[src/rtl/tm_pkg.sv]
// Shared types and default sizing for the tape-machine sequencer.
package tm_pkg;

    localparam int DATA_W   = 4;
    localparam int TAPE_LEN = 64;

    typedef enum logic [2:0] {
        S_LOAD,
        S_START,
        S_RUN,
        S_SHOW,
        S_TIMEOUT
    } seq_state_t;

endpackage

[src/rtl/btn_edge.sv]
// Rising-edge detector for a level button already synchronous to clock.
module btn_edge (
    input  logic clock,
    input  logic reset,
    input  logic level,
    output logic rise
);
    logic prev_q;
    logic prev_d;

    always_comb prev_d = level;

    // NOTE: flops use non-blocking assignments so every register samples pre-edge values.
    always_ff @(posedge clock) begin
        if (reset) prev_q <= 1'b0;
        else       prev_q <= prev_d;
    end

    assign rise = level & ~prev_q;
endmodule

[src/rtl/tm_sequencer.sv]
// Sequencer for a tape machine: loads the tape from switches, runs the machine
// with a step budget, then lets the user browse the resulting tape.
module tm_sequencer #(
    parameter  int DATA_W    = tm_pkg::DATA_W,
    parameter  int TAPE_LEN  = tm_pkg::TAPE_LEN,
    parameter  int MAX_STEPS = 4096,
    localparam int AW        = $clog2(TAPE_LEN)
) (
    input  logic              clock,
    input  logic              reset,
    input  logic [DATA_W-1:0] input_data,
    input  logic              Next,
    input  logic              Done,
    output logic              tape_we,
    output logic [AW-1:0]     tape_addr,
    output logic [DATA_W-1:0] tape_wdata,
    input  logic [DATA_W-1:0] tape_rdata,
    output logic              tm_start,
    output logic              tm_step,
    input  logic              tm_halt,
    output logic [10:0]       display,
    output logic              Compute_done
);
    import tm_pkg::*;

    localparam int SW = $clog2(MAX_STEPS + 1);

    logic next_ev, done_ev;

    btn_edge u_next_edge (.clock(clock), .reset(reset), .level(Next), .rise(next_ev));
    btn_edge u_done_edge (.clock(clock), .reset(reset), .level(Done), .rise(done_ev));

    seq_state_t        state_q, state_d;
    logic [AW-1:0]     wr_addr_q, wr_addr_d;
    logic              full_q, full_d;
    logic [AW-1:0]     rd_addr_q, rd_addr_d;
    logic [SW-1:0]     step_cnt_q, step_cnt_d;
    logic              tape_we_q, tape_we_d;
    logic [AW-1:0]     tape_addr_q, tape_addr_d;
    logic [DATA_W-1:0] tape_wdata_q, tape_wdata_d;
    logic              tm_start_q, tm_start_d;
    logic              tm_step_q, tm_step_d;
    logic              compute_done_q, compute_done_d;

    always_comb begin
        // NOTE: every _d gets a default first so no path leaves it unassigned (no latches).
        state_d      = state_q;
        wr_addr_d    = wr_addr_q;
        full_d       = full_q;
        rd_addr_d    = rd_addr_q;
        step_cnt_d   = step_cnt_q;
        tape_we_d    = 1'b0;
        tape_addr_d  = tape_addr_q;
        tape_wdata_d = tape_wdata_q;

        unique case (state_q)
            S_LOAD: begin
                if (done_ev) begin
                    state_d = S_START;
                end else if (next_ev && !full_q) begin
                    tape_we_d    = 1'b1;
                    tape_addr_d  = wr_addr_q;
                    tape_wdata_d = input_data;
                    // Last cell sets full and holds wr_addr instead of wrapping.
                    if (wr_addr_q == AW'(TAPE_LEN - 1)) full_d    = 1'b1;
                    else                                wr_addr_d = wr_addr_q + 1'b1;
                end
            end
            S_START: begin
                step_cnt_d = '0;
                state_d    = S_RUN;
            end
            S_RUN: begin
                step_cnt_d = step_cnt_q + 1'b1;
                if (tm_halt)                                state_d = S_SHOW;
                else if (step_cnt_q == SW'(MAX_STEPS - 1))  state_d = S_TIMEOUT;
                if (state_d != S_RUN)                       rd_addr_d = '0;
            end
            S_SHOW, S_TIMEOUT: begin
                if (done_ev) begin
                    state_d   = S_LOAD;
                    wr_addr_d = '0;
                    full_d    = 1'b0;
                end else if (next_ev) begin
                    rd_addr_d = (rd_addr_q == AW'(TAPE_LEN - 1)) ? '0 : rd_addr_q + 1'b1;
                end
            end
            default: state_d = S_LOAD;
        endcase

        // While browsing, the tape address tracks the read pointer.
        if (state_d == S_SHOW || state_d == S_TIMEOUT) tape_addr_d = rd_addr_d;

        tm_start_d     = (state_d == S_START);
        tm_step_d      = (state_d == S_RUN);
        compute_done_d = (state_d == S_SHOW) || (state_d == S_TIMEOUT);
    end

    always_ff @(posedge clock) begin
        if (reset) begin
            state_q        <= S_LOAD;
            wr_addr_q      <= '0;
            full_q         <= 1'b0;
            rd_addr_q      <= '0;
            step_cnt_q     <= '0;
            tape_we_q      <= 1'b0;
            tape_addr_q    <= '0;
            tape_wdata_q   <= '0;
            tm_start_q     <= 1'b0;
            tm_step_q      <= 1'b0;
            compute_done_q <= 1'b0;
        end else begin
            state_q        <= state_d;
            wr_addr_q      <= wr_addr_d;
            full_q         <= full_d;
            rd_addr_q      <= rd_addr_d;
            step_cnt_q     <= step_cnt_d;
            tape_we_q      <= tape_we_d;
            tape_addr_q    <= tape_addr_d;
            tape_wdata_q   <= tape_wdata_d;
            tm_start_q     <= tm_start_d;
            tm_step_q      <= tm_step_d;
            compute_done_q <= compute_done_d;
        end
    end

    always_comb begin
        display = '0;
        unique case (state_q)
            S_LOAD:    display = {6'(wr_addr_q), 4'(input_data), full_q};
            S_SHOW:    display = {6'(rd_addr_q), 4'(tape_rdata), 1'b0};
            S_TIMEOUT: display = {6'(rd_addr_q), 4'(tape_rdata), 1'b1};
            default:   display = '0;
        endcase
    end

    assign tape_we      = tape_we_q;
    assign tape_addr    = tape_addr_q;
    assign tape_wdata   = tape_wdata_q;
    assign tm_start     = tm_start_q;
    assign tm_step      = tm_step_q;
    assign Compute_done = compute_done_q;
endmodule
[config.mk]
export PLATFORM = sky130hd
export DESIGN_NAME = tm_sequencer
export DESIGN_NICKNAME = d
export VERILOG_FILES = /design/src/rtl/tm_pkg.sv /design/src/rtl/btn_edge.sv /design/src/rtl/tm_sequencer.sv
export SDC_FILE = /design/constraint.sdc
export NUM_CORES = 1
export LEC_CHECK = 0
export BUFFER_PORTS_ARGS = -buffer_cell sky130_fd_sc_hd__clkbuf_2
export CAP_MARGIN = 30
export CORE_AREA = 5 5 76 78
export CTS_CLUSTER_DIAMETER = 100
export DETAILED_ROUTE_END_ITERATION = 16
export DIE_AREA = 0 0 81 83
export GPL_TIMING_DRIVEN = 0
export PLACE_DENSITY_LB_ADDON = 0.15
export SKIP_CTS_REPAIR_TIMING = 1
export SYNTH_ARGS = -nofsm -noshare
export SYNTH_HDL_FRONTEND = slang
export SYNTH_SLANG_ARGS = --single-unit
[constraint.sdc]
create_clock -name clock -period 2.63 [get_ports clock]
set_clock_uncertainty 0.05 [all_clocks]
set_input_delay 0.1315 -clock clock [delete_from_list [all_inputs] [get_ports clock]]
set_output_delay 0.1315 -clock clock [all_outputs]
set_load 0.02 [all_outputs]
# Word-level counts from Yosys, hierarchy flattened
# Index checks and enable logic that the tools add are counted.
# word_totals
reg_bits	45
latchBits	0
ramBits	0
mem_bits_ro	0
input_bits	13
output_inout_bits	25
wordCells	82
memories	0
# classes
n_addsub	3
multipliers	0
div_mod_pow	0
order_cmp	0
eq_ne	18
shifts	0
n_mux	28
bitwise_logic	6
n_reduce_logical	14
# op_table
op	n
$mux W6	12
$pmux W11 S3	1
$pmux W13 S2	1
$pmux W6 S2	2
$mux W3	5
$add A13 B1 Y13 const B	1
$eq A13 B12 Y1 const B	1
$add A6 B1 Y6 const B	2
$eq A3 B2 Y1 const B	4
$eq A6 B6 Y1 const B	2
$pmux W3 S4	1
$ne A2 B2 Y1 const B	5
$reduce_and A5 Y1	2
$reduce_bool A2 Y1	4
$eq A3 B1 Y1 const B	2
$eq A3 B3 Y1 const B	2
$reduce_and A3 Y1	2
$mux W1	5
$not A1 Y1	4
$logic_not A3 Y1	1
$ne A3 B2 Y1 const B	1
$reduce_or A3 Y1	1
$and A1 B1 Y1	2
$ne A2 B1 Y1 const B	1
5 further kinds	5

# Depth between registers and ports, before layout
# Gate-level depths: netlist of run 1.
# depth
word_depth	9
mapped_depth	8
mapped_depth_nobuf	6

# Hierarchy
# From an unflattened synthesis of run 1, not the netlist that was laid out.
# unflattened
hier_cells	306
hier_area_um2	2471.1
# modules_own_cells
module	n_inst	cells_per_inst	area_per_inst_um2	seq_area_each_um2
tm_sequencer	1	300	2376.0	860.8
btn_edge	2	3	47.5	20.0

# Least setup slack after synthesis of run 1
# No wires, ideal clock.
# synth_path
kind	register -> register
start	register step_cnt_q[0]
end	register tape_addr_q[0], in the netlist tape_addr[0]
setup_ps	134
arrival_ps	1746
t_required_ps	2446
path_slack_ps	700
path_stages_with_launch	7
n_path_buf	0
period_less_slack_ps	1930
cell_sequence	dfxtp_1 -> ha_1 -> nand4_1 -> nor4_1 -> o311ai_0 -> nand2_1 -> a211oi_1
# synth_between
elab_chain_cells	9
word_cells_on_any_way	16
cone_classes	eq/ne (5); mux (7); reduce/logical (4)
# synth_lines
element	line_no	source
start, declared	tm_sequencer.sv:37	logic [SW-1:0] step_cnt_q, step_cnt_d;
start signal, assigned	tm_sequencer.sv:117	step_cnt_q <= step_cnt_d;
$eq A13 B12 Y1 (*)	tm_sequencer.sv:76	else if (step_cnt_q == SW'(MAX_STEPS - 1)) state_d = S_TIMEOUT;
$mux W3 (*)	tm_sequencer.sv:76	
$mux W3 (*)	tm_sequencer.sv:75	if (tm_halt) state_d = S_SHOW;
$mux W3 (*)	tm_sequencer.sv:56	unique case (state_q)
$pmux W3 S4	tm_sequencer.sv:56	
$eq A3 B2 Y1 / $eq A3 B3 Y1 (equally long branches)	tm_sequencer.sv:92	if (state_d == S_SHOW || state_d == S_TIMEOUT) tape_addr_d = rd_addr_d;
$logic_or A1 B1 Y1	tm_sequencer.sv:92	
$ne A2 B1 Y1 (no source line) / $reduce_bool A2 Y1 (equally long branches)	-	
$reduce_and A3 Y1 (no source line)	-	
end signal, assigned	tm_sequencer.sv:119	tape_addr_q <= tape_addr_d;
end, declared	tm_sequencer.sv:39	logic [AW-1:0] tape_addr_q, tape_addr_d;
# Every way passes the cells marked *; elsewhere a longest branch is shown, timed or not. The select of a mux whose other input is x is not followed.
# A chain may end at the register's enable or synchronous reset.

# Final worst setup path of run 1
# layout_path
start	register step_cnt_q[0]
end	register tape_addr_q[3], in the netlist tape_addr[3]
# The elaborated chain is that of the path after synthesis.

==> impl_results.md, run 1 <==
- Startpoint types: flop
- Fillcell total: 519
- Final Setup Violations: 0
- Clock sinks: 45
- Worst Tran Pin Value: 0.709 ns
- Vias in the first global route: 2125
- Seq/Total Area, Yosys: 0.372
- Adder-cell share of the synthesized area: 0.0155
- RePlAce Congestion: 0.906
- Leakage: 1.05 nW
- Wirelength per Cell: 15.1 um
- Largest net degree at the start of global routing: 13
- Most used flip-flop cell after synthesis: dfxtp_1
- Mean Syn Cell Area: 8.07 sq um
- Worst path depth: 6
- Clk root buf: clkbuf_8
- Reg clk slew, reported paths: 0.08 ns
- Worst-path fanout max: 5
- Final cell count without fillers: 415
- Drt drc: 0
- CP Class: flop to flop
- Initial antenna violation count: 0
- WP data arrival: 2.46 ns
- Final wirelength: 6250 um
- Compound-gate portion of the synthesized area: 0.209
- Fraction of layout instances using a drive strength above 1: 0.174
- Total global-route track usage: 0.193
- Clk_lat worst skew: 0.30 ns
- Footprint of the multi-input gates: 1430 sq um
- Synth area leaders: dfxtp_1 37%, nor2_1 6.5%, mux2i_1 6.2%
- Worst-case clock buffer depth: 2
- Area after DPL: 2690 sq um
- Drt initial violations: 148
- Max-slew headroom: 0.521
- Initial Util: 0.483
- Commonest non-fill, non-tap cells in the layout: 45 x dfxtp_1, 42 x nor2_1, 37 x clkbuf_2
- Unique masters post-synth: 51
- H-tree depth: 2
- Number of synthesized register bits: 45
- Fin Setup TNS: 0 ns
- DIE HEIGHT: 83 um
- Total CTS buffers: 5
- Synth Area in Simple Gates: 0.261
- Inst Count DP: 407
- Status: finished clean
- CTS tree: yes
- Std-Cell Rows: 26
- Max cap viols: 0
- Vias/cell: 5.78
- Gr ovfl total: 0
- Pre-Repair DR Iteration Count: 5
- CP Buf/Inv Count: 0
- Core area: 5010 sq um
- Final Cycle Share: 0.874
- DR vias: 2400
- Delay-heaviest family, CP: compound AO/OA/AOI/OAI gates
- WP data required: 2.79 ns
- Post-synthesis mux area share: 0.0992
- Boundary pin count: 38
- Final worst slack: 0.330 ns
- Worst vdd ir: 0.280 mV
- Crit path cell chain: ha_1 -> nand4_1 -> nor4_2 -> o311ai_0 -> nand2_1 -> a211oi_1
- Worst hold path class: input pin to flop
- Final min period: 2.30 ns
- Hold Vio Cnt, Final: 0
- Pre-CTS setup slack: 0.226 ns
- Synth top area share: 0.372
- Antenna-violating nets left: 0
- # diodes: 0
- Global-route wire length before repair: 10500 um
- Critical Path Sink Type: flop
- Xor-xnor portion of the synthesized cell area: 0.00362
- Unrepaired setup endpoints after global routing: no
- Synthesized netlist cell count: 300
- Die area: 6720 sq um
- Area delta synth->final: 14.8%
- Post-synth EDFFs: 0
- Post-route cell area: 2780 sq um
- Post-detail-place hpwl: 4610 um
- Fmax: 0.435 GHz
- Die Wd: 81 um
- R2R cell count: 6
- Cell taking the most area after synthesis: dfxtp_1
- Fraction of registers with async set/reset: 0
- Combinational family with the most area after synthesis: simple AND/OR/NAND/NOR gates
- Fin nets: 360
- IO Port Bufs: 37
- Max-slew violation count: 0
- Mapped Area: 2420 sq um
- Slowest cell on crit path: o311ai_0
- Hold Path Depth: 2
- CP max stage delay: 0.62 ns
- Warning count from the yosys run: 0
- Power per Cell Area: 492 nW/um^2
- FF/Latch Area: 901 sq um
- Syn nets: 316
- Commonest non-fill, non-tap cell in the layout: dfxtp_1
## per-stage QoR
stage | power, mW | hold slack (ns) | utilization
2_1_floorplan | 0.891 | 0.168 | -
3_3_place_gp | 0.962 | 0.320 | 0.538
3_5_place_dp | 0.965 | 0.327 | 0.538
4_1_cts | 1.37 | 0.0207 | 0.554
5_1_grt | 1.44 | 0.0236 | 0.555
6_report | 1.37 | 0.0209 | 0.555
## sequential cells by signal, summed over array words and instances (netlist names)
name and flops:
Compute_done 1, full_q 1, rd_addr_q 6, state_q 3, step_cnt_q 13, tape_addr 6
tape_wdata 4, tape_we 1, tm_start 1, tm_step 1, u_done_edge.prev_q 1, u_next_edge.prev_q 1
wr_addr_q 6
## final timing paths
kind,from,to,slack [ns]
worst min register to register,full_q$_SDFFE_PP0P_,full_q$_SDFFE_PP0P_,0.40
worst max register to register,step_cnt_q[0]$_SDFFE_PP0P_,tape_addr[3]$_SDFFE_PP0P_,0.33
worst max-delay path,step_cnt_q[0]$_SDFFE_PP0P_,tape_addr[3]$_SDFFE_PP0P_,0.33
worst min-delay path,Next,u_next_edge.prev_q$_SDFF_PP0_,0.02
## per-layer routing
metal  GRT usage  wire length (um)
met2       0.277              2720
met3      0.0444               413
met5           0                 0
met4      0.0415                65
met1       0.290              3050
## cell type report
type / count / share of cell area
Tap cell: 70 / 0.0315
Sequential cell: 45 / 0.324
Buffer: 16 / 0.0261
Timing Repair Buffer: 37 / 0.0666
Multi-Input combinational cell: 233 / 0.515
Clock buffer: 8 / 0.0288
Inverter: 6 / 0.00810
## cells by family (layout without fill, tap and decap cells)
| logic type | after synthesis | count (layout) |
|---|---|---|
| flip-flops | 45 | 45 |
| adder cells (fa/ha/maj) | 3 | 3 |
| buffers and inverters | 22 | 67 |
| XOR/XNOR | 1 | 1 |
| multiplexers | 23 | 23 |
| AND/OR/NAND/NOR | 129 | 129 |
| AO/OA/AOI/OAI | 77 | 77 |
## power breakdown
part | internal (mW) | switching (mW) | leakage [nW]
Sequential | 0.703 | 0.0142 | 0.365
Clock | 0.189 | 0.227 | 0.0395
Combinational | 0.0827 | 0.151 | 0.650
## cell usage after synthesis (4+ instances only)
library cell and instances:
clkbuf_1 11, nand3_1 12, nor2b_1 6, nor2_1 42
inv_1 6, nand4_1 4, mux2_2 8, o21ai_0 15
buf_2 4, mux2i_1 15, nor3_1 9, or3_1 4
a21oi_1 19, a21o_1 7, o31ai_1 4, nand2_1 28
a211oi_1 8, dfxtp_1 45
(Power assumes the default switching activity.)
==> run 2, diff against run 1 <==
--- a/config.mk
+++ b/config.mk
@@ -7,12 +7,13 @@
 export LEC_CHECK = 0
 export BUFFER_PORTS_ARGS = -buffer_cell sky130_fd_sc_hd__clkbuf_2
 export CAP_MARGIN = 30
-export CORE_AREA = 5 5 76 78
+export CORE_AREA = 5 5 73 75
 export CTS_CLUSTER_DIAMETER = 100
 export DETAILED_ROUTE_END_ITERATION = 16
-export DIE_AREA = 0 0 81 83
+export DIE_AREA = 0 0 78 80
 export GPL_TIMING_DRIVEN = 0
 export PLACE_DENSITY_LB_ADDON = 0.15
+export RECOVER_POWER = 50
 export SKIP_CTS_REPAIR_TIMING = 1
 export SYNTH_ARGS = -nofsm -noshare
 export SYNTH_HDL_FRONTEND = slang
==> impl_results.md, run 2 (synthesis gave the netlist of run 1 again) <==
- Status: finished clean
- # diodes: 0 (unchanged)
- Critical Path Sink Type: flop
- Clk_lat worst skew: 0.31 ns (about the same)
- Initial antenna violation count: 0 (unchanged)
- Worst hold path class: input pin to flop
- Vias in the first global route: 2163 (+1.8%)
- Final min period: 2.34 ns (+0.0400 ns)
- Worst-path fanout max: 7 (+2)
- Initial Util: 0.527 (+0.0433)
- RePlAce Congestion: 0.865 (-4.5%)
- Unrepaired setup endpoints after global routing: no
- Final wirelength: 6160 um (-1.3%)
- Largest Register: step_cnt_q
- Wirelength per Cell: 15.4 um (+2.6%)
- Core area: 4600 sq um (-8.2%)
- R2R setup slack: 0.29 ns (-0.04 ns)
- Worst Tran Pin Value: 0.748 ns (+0.0392 ns)
- Fin Setup TNS: 0 ns (unchanged)
- Std-Cell Rows: 25 (-3.8%)
- Clk network pwr share: 0.334 (+0.029)
- Worst-case clock buffer depth: 2 (unchanged)
- Total global-route track usage: 0.209 (+0.0162)
- Sw Ratio: 0.283 (-0.00427)
- Die area: 6240 sq um (-7.2%)
- CP Class: flop to flop
- Max FFs per register: 13 (unchanged)
- Inst Count DP: 391 (-3.9%)
- P_int: 1.02 mW (+4.5%)
- Fin util: 0.599 (+0.0440)
- Leakage: 1.01 nW (-4.5%)
- Startpoint types: flop
- Pre-Repair DR Iteration Count: 5 (unchanged)
- DIE HEIGHT: 80 um (-3.6%)
- Drt drc: 0 (unchanged)
- Fraction of layout instances using a drive strength above 1: 0.125 (-0.0493)
- Max cap viols: 0 (unchanged)
- WP data required: 2.82 ns (+0.03 ns)
- Max-slew headroom: 0.496 (-0.0254)
- Clock sinks: 45 (unchanged)
- Hold Vio Cnt, Final: 0 (unchanged)
- Boundary pin count: 38 (unchanged)
- Final Cycle Share: 0.890 (+0.0152)
- Vias/cell: 5.95 (+2.8%)
- Largest net degree at the start of global routing: 14 (+1)
- H-tree depth: 2 (unchanged)
- Final cell count without fillers: 399 (-3.9%)
- Final Setup Violations: 0 (unchanged)
- Drt initial violations: 307 (+110%)
- CTS tree: yes
- Reg clk slew, reported paths: 0.08 ns (about the same)
- Worst hold slack: 0.0151 ns (-0.00581 ns)
- Switch Pwr: 0.402 mW (+2.4%)
- Final worst slack: 0.290 ns (-0.0400 ns)
- WP data arrival: 2.53 ns (+0.07 ns)
- Area delta synth->final: 13.7%
- Comb pwr share: 0.161 (-0.010)
- Commonest non-fill, non-tap cells in the layout: 45 x dfxtp_1, 42 x nor2_1, 30 x clkbuf_1
- Die Wd: 78 um (-3.7%)
- Commonest non-fill, non-tap cell in the layout: dfxtp_1
- Fmax: 0.427 GHz (-1.7%)
- Post-route cell area: 2750 sq um (-0.95%)
- Worst vdd ir: 0.298 mV (+6.6%)
- Fin nets: 360 (unchanged)
- Total CTS buffers: 5 (unchanged)
- Area after DPL: 2670 sq um (-0.74%)
- IO Port Bufs: 37 (unchanged)
- Total Power: 1.42 mW (+3.9%)
- Power per Cell Area: 516 nW/um^2 (+4.9%)
- Antenna-violating nets left: 0 (unchanged)
- Gr ovfl total: 0 (unchanged)
- Global-route wire length before repair: 10500 um (+0.26%)
- Pre-CTS setup slack: 0.272 ns (+0.0459 ns)
- DR vias: 2373 (-1.1%)
- Clk root buf: clkbuf_8
- Post-detail-place hpwl: 4500 um (-2.5%)
- Max-slew violation count: 0 (unchanged)
- Register share of total power: 0.505 (-0.020)
run 2: cell count changes in the layout (fill, tap and decap cells not counted), sizes merged:
cell | previous run | this run
buf | 5 | 3
clkbuf | 56 | 57
clkinv | 0 | 1
run 2: layout make-up:
type | instances | area, sq um
multi-input combinational | 233 | 1430
tap | 54 | 67.6
buffer | 16 | 70.1
sequential | 45 | 901
fill | 426 | 1840
clock buffer | 7 | 96.3
clock inverter | 1 | 5.00
timing repair buffer | 37 | 164
inverter | 6 | 22.5
run 2: worst max-delay path, stage by stage, from the launching register on:
cell	delay (ns)
dfxtp_1	0.33
or2_2	0.33
o21ai_0	0.61
a2bb2oi_1	0.30
or4_1	0.52
a21oi_1	0.14
run 2: power groups by stage:
stage | Combinational (mW) | Clock (mW) | Sequential [mW]
after floorplan | 0.144 | 0 | 0.747
after global placement | 0.230 | 0 | 0.732
after detailed placement | 0.232 | 0 | 0.733
after CTS | 0.233 | 0.489 | 0.717
after global routing | 0.252 | 0.517 | 0.721
final | 0.228 | 0.475 | 0.717
run 2: per-layer routing:
metal  part of all wire  vias up  GRT usage
li1                   -     1179          -
met1               0.48     1098      0.295
met2               0.44       88      0.310
met3              0.071        8     0.0463
met4              0.016        0     0.0794
met5                  0        -          0
run 2: final timing paths:
check,start,cells past startpoint,endpoint
worst max-delay path,state_q[1]$_SDFF_PP0_,5,wr_addr_q[3]$_SDFFE_PP0P_
worst min-delay path,Done,2,u_done_edge.prev_q$_SDFF_PP0_
worst max register to register,state_q[1]$_SDFF_PP0_,5,wr_addr_q[3]$_SDFFE_PP0P_
worst min register to register,full_q$_SDFFE_PP0P_,2,full_q$_SDFFE_PP0P_
==> run 3, diff against run 2 <==
--- a/config.mk
+++ b/config.mk
@@ -7,14 +7,15 @@
 export LEC_CHECK = 0
 export BUFFER_PORTS_ARGS = -buffer_cell sky130_fd_sc_hd__clkbuf_2
 export CAP_MARGIN = 30
-export CORE_AREA = 5 5 73 75
+export CORE_AREA = 5 5 72 74
 export CTS_CLUSTER_DIAMETER = 100
 export DETAILED_ROUTE_END_ITERATION = 16
-export DIE_AREA = 0 0 78 80
+export DIE_AREA = 0 0 77 79
 export GPL_TIMING_DRIVEN = 0
 export PLACE_DENSITY_LB_ADDON = 0.15
 export RECOVER_POWER = 50
 export SKIP_CTS_REPAIR_TIMING = 1
+export SLEW_MARGIN = 20
 export SYNTH_ARGS = -nofsm -noshare
 export SYNTH_HDL_FRONTEND = slang
 export SYNTH_SLANG_ARGS = --single-unit
==> impl_results.md, run 3 (synthesis gave the netlist of run 1 again) <==
- Slowest cell on crit path: o21ai_0
- Worst path depth: 5 (unchanged)
- Std-Cell Rows: 25 (unchanged)
- Unrepaired setup endpoints after global routing: no
- Boundary pin count: 38 (unchanged)
- Fin Setup TNS: 0 ns (unchanged)
- Clk_lat worst skew: 0.30 ns (about the same)
- Final Cycle Share: 0.887 (-0.00238)
- R2R setup slack: 0.30 ns (about the same)
- Antenna-violating nets left: 0 (unchanged)
- Final min period: 2.33 ns (-0.00626 ns)
- Worst-case clock buffer depth: 2 (unchanged)
- Clock sinks: 45 (unchanged)
- Footprint of the multi-input gates: 1420 sq um (-0.35%)
- Reg clk slew, reported paths: 0.08 ns (about the same)
- Commonest non-fill, non-tap cells in the layout: 45 x dfxtp_1, 42 x nor2_1, 30 x clkbuf_1
- Hold endpoint: u_next_edge.prev_q$_SDFF_PP0_
- WP data required: 2.81 ns (about the same)
- FF/Latch Area: 901 sq um (unchanged)
- R2R cell count: 5 (unchanged)
- Drt drc: 0 (unchanged)
- Largest net degree at the start of global routing: 15 (+1)
- IO Port Bufs: 37 (unchanged)
- Critical Path Sink Type: flop
- Worst Tran Pin Value: 0.734 ns (-0.0141 ns)
- Drt initial violations: 278 (-9.4%)
- Worst hold path class: input pin to flop
- Delay-heaviest family, CP: compound AO/OA/AOI/OAI gates
- CP Buf/Inv Count: 0 (unchanged)
- Pre-CTS setup slack: 0.267 ns (-0.00493 ns)
- Hold Path Depth: 2 (unchanged)
- DR vias: 2377 (+0.17%)
- Fraction of layout instances using a drive strength above 1: 0.122 (-0.00290)
- Core area: 4540 sq um (-1.4%)
- Crit Reg-Reg Endpoint: wr_addr_q[5]$_SDFFE_PP0P_
- Global-route wire length before repair: 10100 um (-3.8%)
- Worst-path fanout max: 7 (unchanged)
- Largest Register: step_cnt_q
- CTS tree: yes
- Max cap viols: 0 (unchanged)
- Commonest non-fill, non-tap cell in the layout: dfxtp_1
- Die Wd: 77 um (-1.3%)
- Fillcell total: 420 (-1.4%)
- Crit Reg-Reg Startpoint: state_q[1]$_SDFF_PP0_
- Fin nets: 360 (unchanged)
- Initial Util: 0.534 (+0.00726)
- Area delta synth->final: 12.9%
- Fmax: 0.429 GHz (+0.27%)
- Worst vdd ir: 0.338 mV (+13%)
- Power per Cell Area: 500 nW/um^2 (-3.0%)
- Clk root buf: clkbuf_8
- Initial antenna violation count: 0 (unchanged)
- Vias/cell: 5.96 (+0.17%)
- Max-slew violation count: 0 (unchanged)
- Leakage: 0.995 nW (-1.2%)
- Crit path cell chain: or2_2 -> o21ai_0 -> a2bb2oi_1 -> or4_1 -> a21oi_1
- Total global-route track usage: 0.206 (-0.00356)
- Vias in the first global route: 2100 (-2.9%)
- DIE HEIGHT: 79 um (-1.3%)
- Max-slew headroom: 0.506 (+0.00948)
- RePlAce Congestion: 0.875 (+1.1%)
- CP max stage delay: 0.60 ns (about the same)
- # diodes: 0 (unchanged)
- Die area: 6080 sq um (-2.5%)
- Status: finished clean
- WP data arrival: 2.52 ns (about the same)
- Pre-Repair DR Iteration Count: 4 (-1)
- Total CTS buffers: 5 (unchanged)
- Startpoint types: flop
- H-tree depth: 2 (unchanged)
- Final Setup Violations: 0 (unchanged)
- Hold Startpoint: Next
- Max FFs per register: 13 (unchanged)
- Final wirelength: 6140 um (-0.37%)
- Final worst slack: 0.297 ns (+0.00626 ns)
- Post-detail-place hpwl: 4470 um (-0.72%)
- Hold Vio Cnt, Final: 0 (unchanged)
- Wirelength per Cell: 15.4 um (-0.37%)
- Gr ovfl total: 0 (unchanged)
- CP Class: flop to flop
==> run 3: how the worst max path moves through the flow <==
stage                                     from                   endpoint
finish                   state_q[1]$_SDFF_PP0_  wr_addr_q[5]$_SDFFE_PP0P_
global route             state_q[1]$_SDFF_PP0_  wr_addr_q[5]$_SDFFE_PP0P_
CTS                 step_cnt_q[0]$_SDFFE_PP0P_  tape_addr[1]$_SDFFE_PP0P_
detailed placement  step_cnt_q[0]$_SDFFE_PP0P_  tape_addr[4]$_SDFFE_PP0P_
global placement    step_cnt_q[0]$_SDFFE_PP0P_  tape_addr[4]$_SDFFE_PP0P_
floorplan           step_cnt_q[0]$_SDFFE_PP0P_  tape_addr[0]$_SDFFE_PP0P_
==> run 3: stage by stage <==
stage / total power [mW] / std cells / util / hold slack, ns / area [sq um]
2_1_floorplan: 0.891 / 300 / - / 0.168 / 2420
3_3_place_gp: 0.962 / 391 / 0.590 / 0.319 / 2670
3_5_place_dp: 0.965 / 391 / 0.590 / 0.332 / 2670
4_1_cts: 1.39 / 399 / 0.609 / 0.0172 / 2760
5_1_grt: 1.43 / 399 / 0.603 / 0.0242 / 2730
6_report: 1.37 / 399 / 0.603 / 0.0206 / 2730
==> run 3: final cells by class <==
cell class	instances	area share
repair buffers	37	0.0600
multi-input cells	233	0.520
well taps	54	0.0247
plain buffers	16	0.0256
clock inverters	3	0.00641
inverters	6	0.00824
clock buffers	5	0.0252
flip-flops and latches	45	0.330
==> run 3: routing by layer <==
layer / track usage / part of all wire
met2: 0.320 / 0.44
met4: 0.0670 / 0.012
met5: 0 / 0
met3: 0.0465 / 0.082
met1: 0.282 / 0.46
==> run 3: power by group <==
| group | switching [mW] | total, mW | internal (mW) |
|---|---|---|---|
| combinational | 0.148 | 0.225 | 0.0778 |
| sequential | 0.0143 | 0.717 | 0.703 |
| clock | 0.242 | 0.425 | 0.184 |
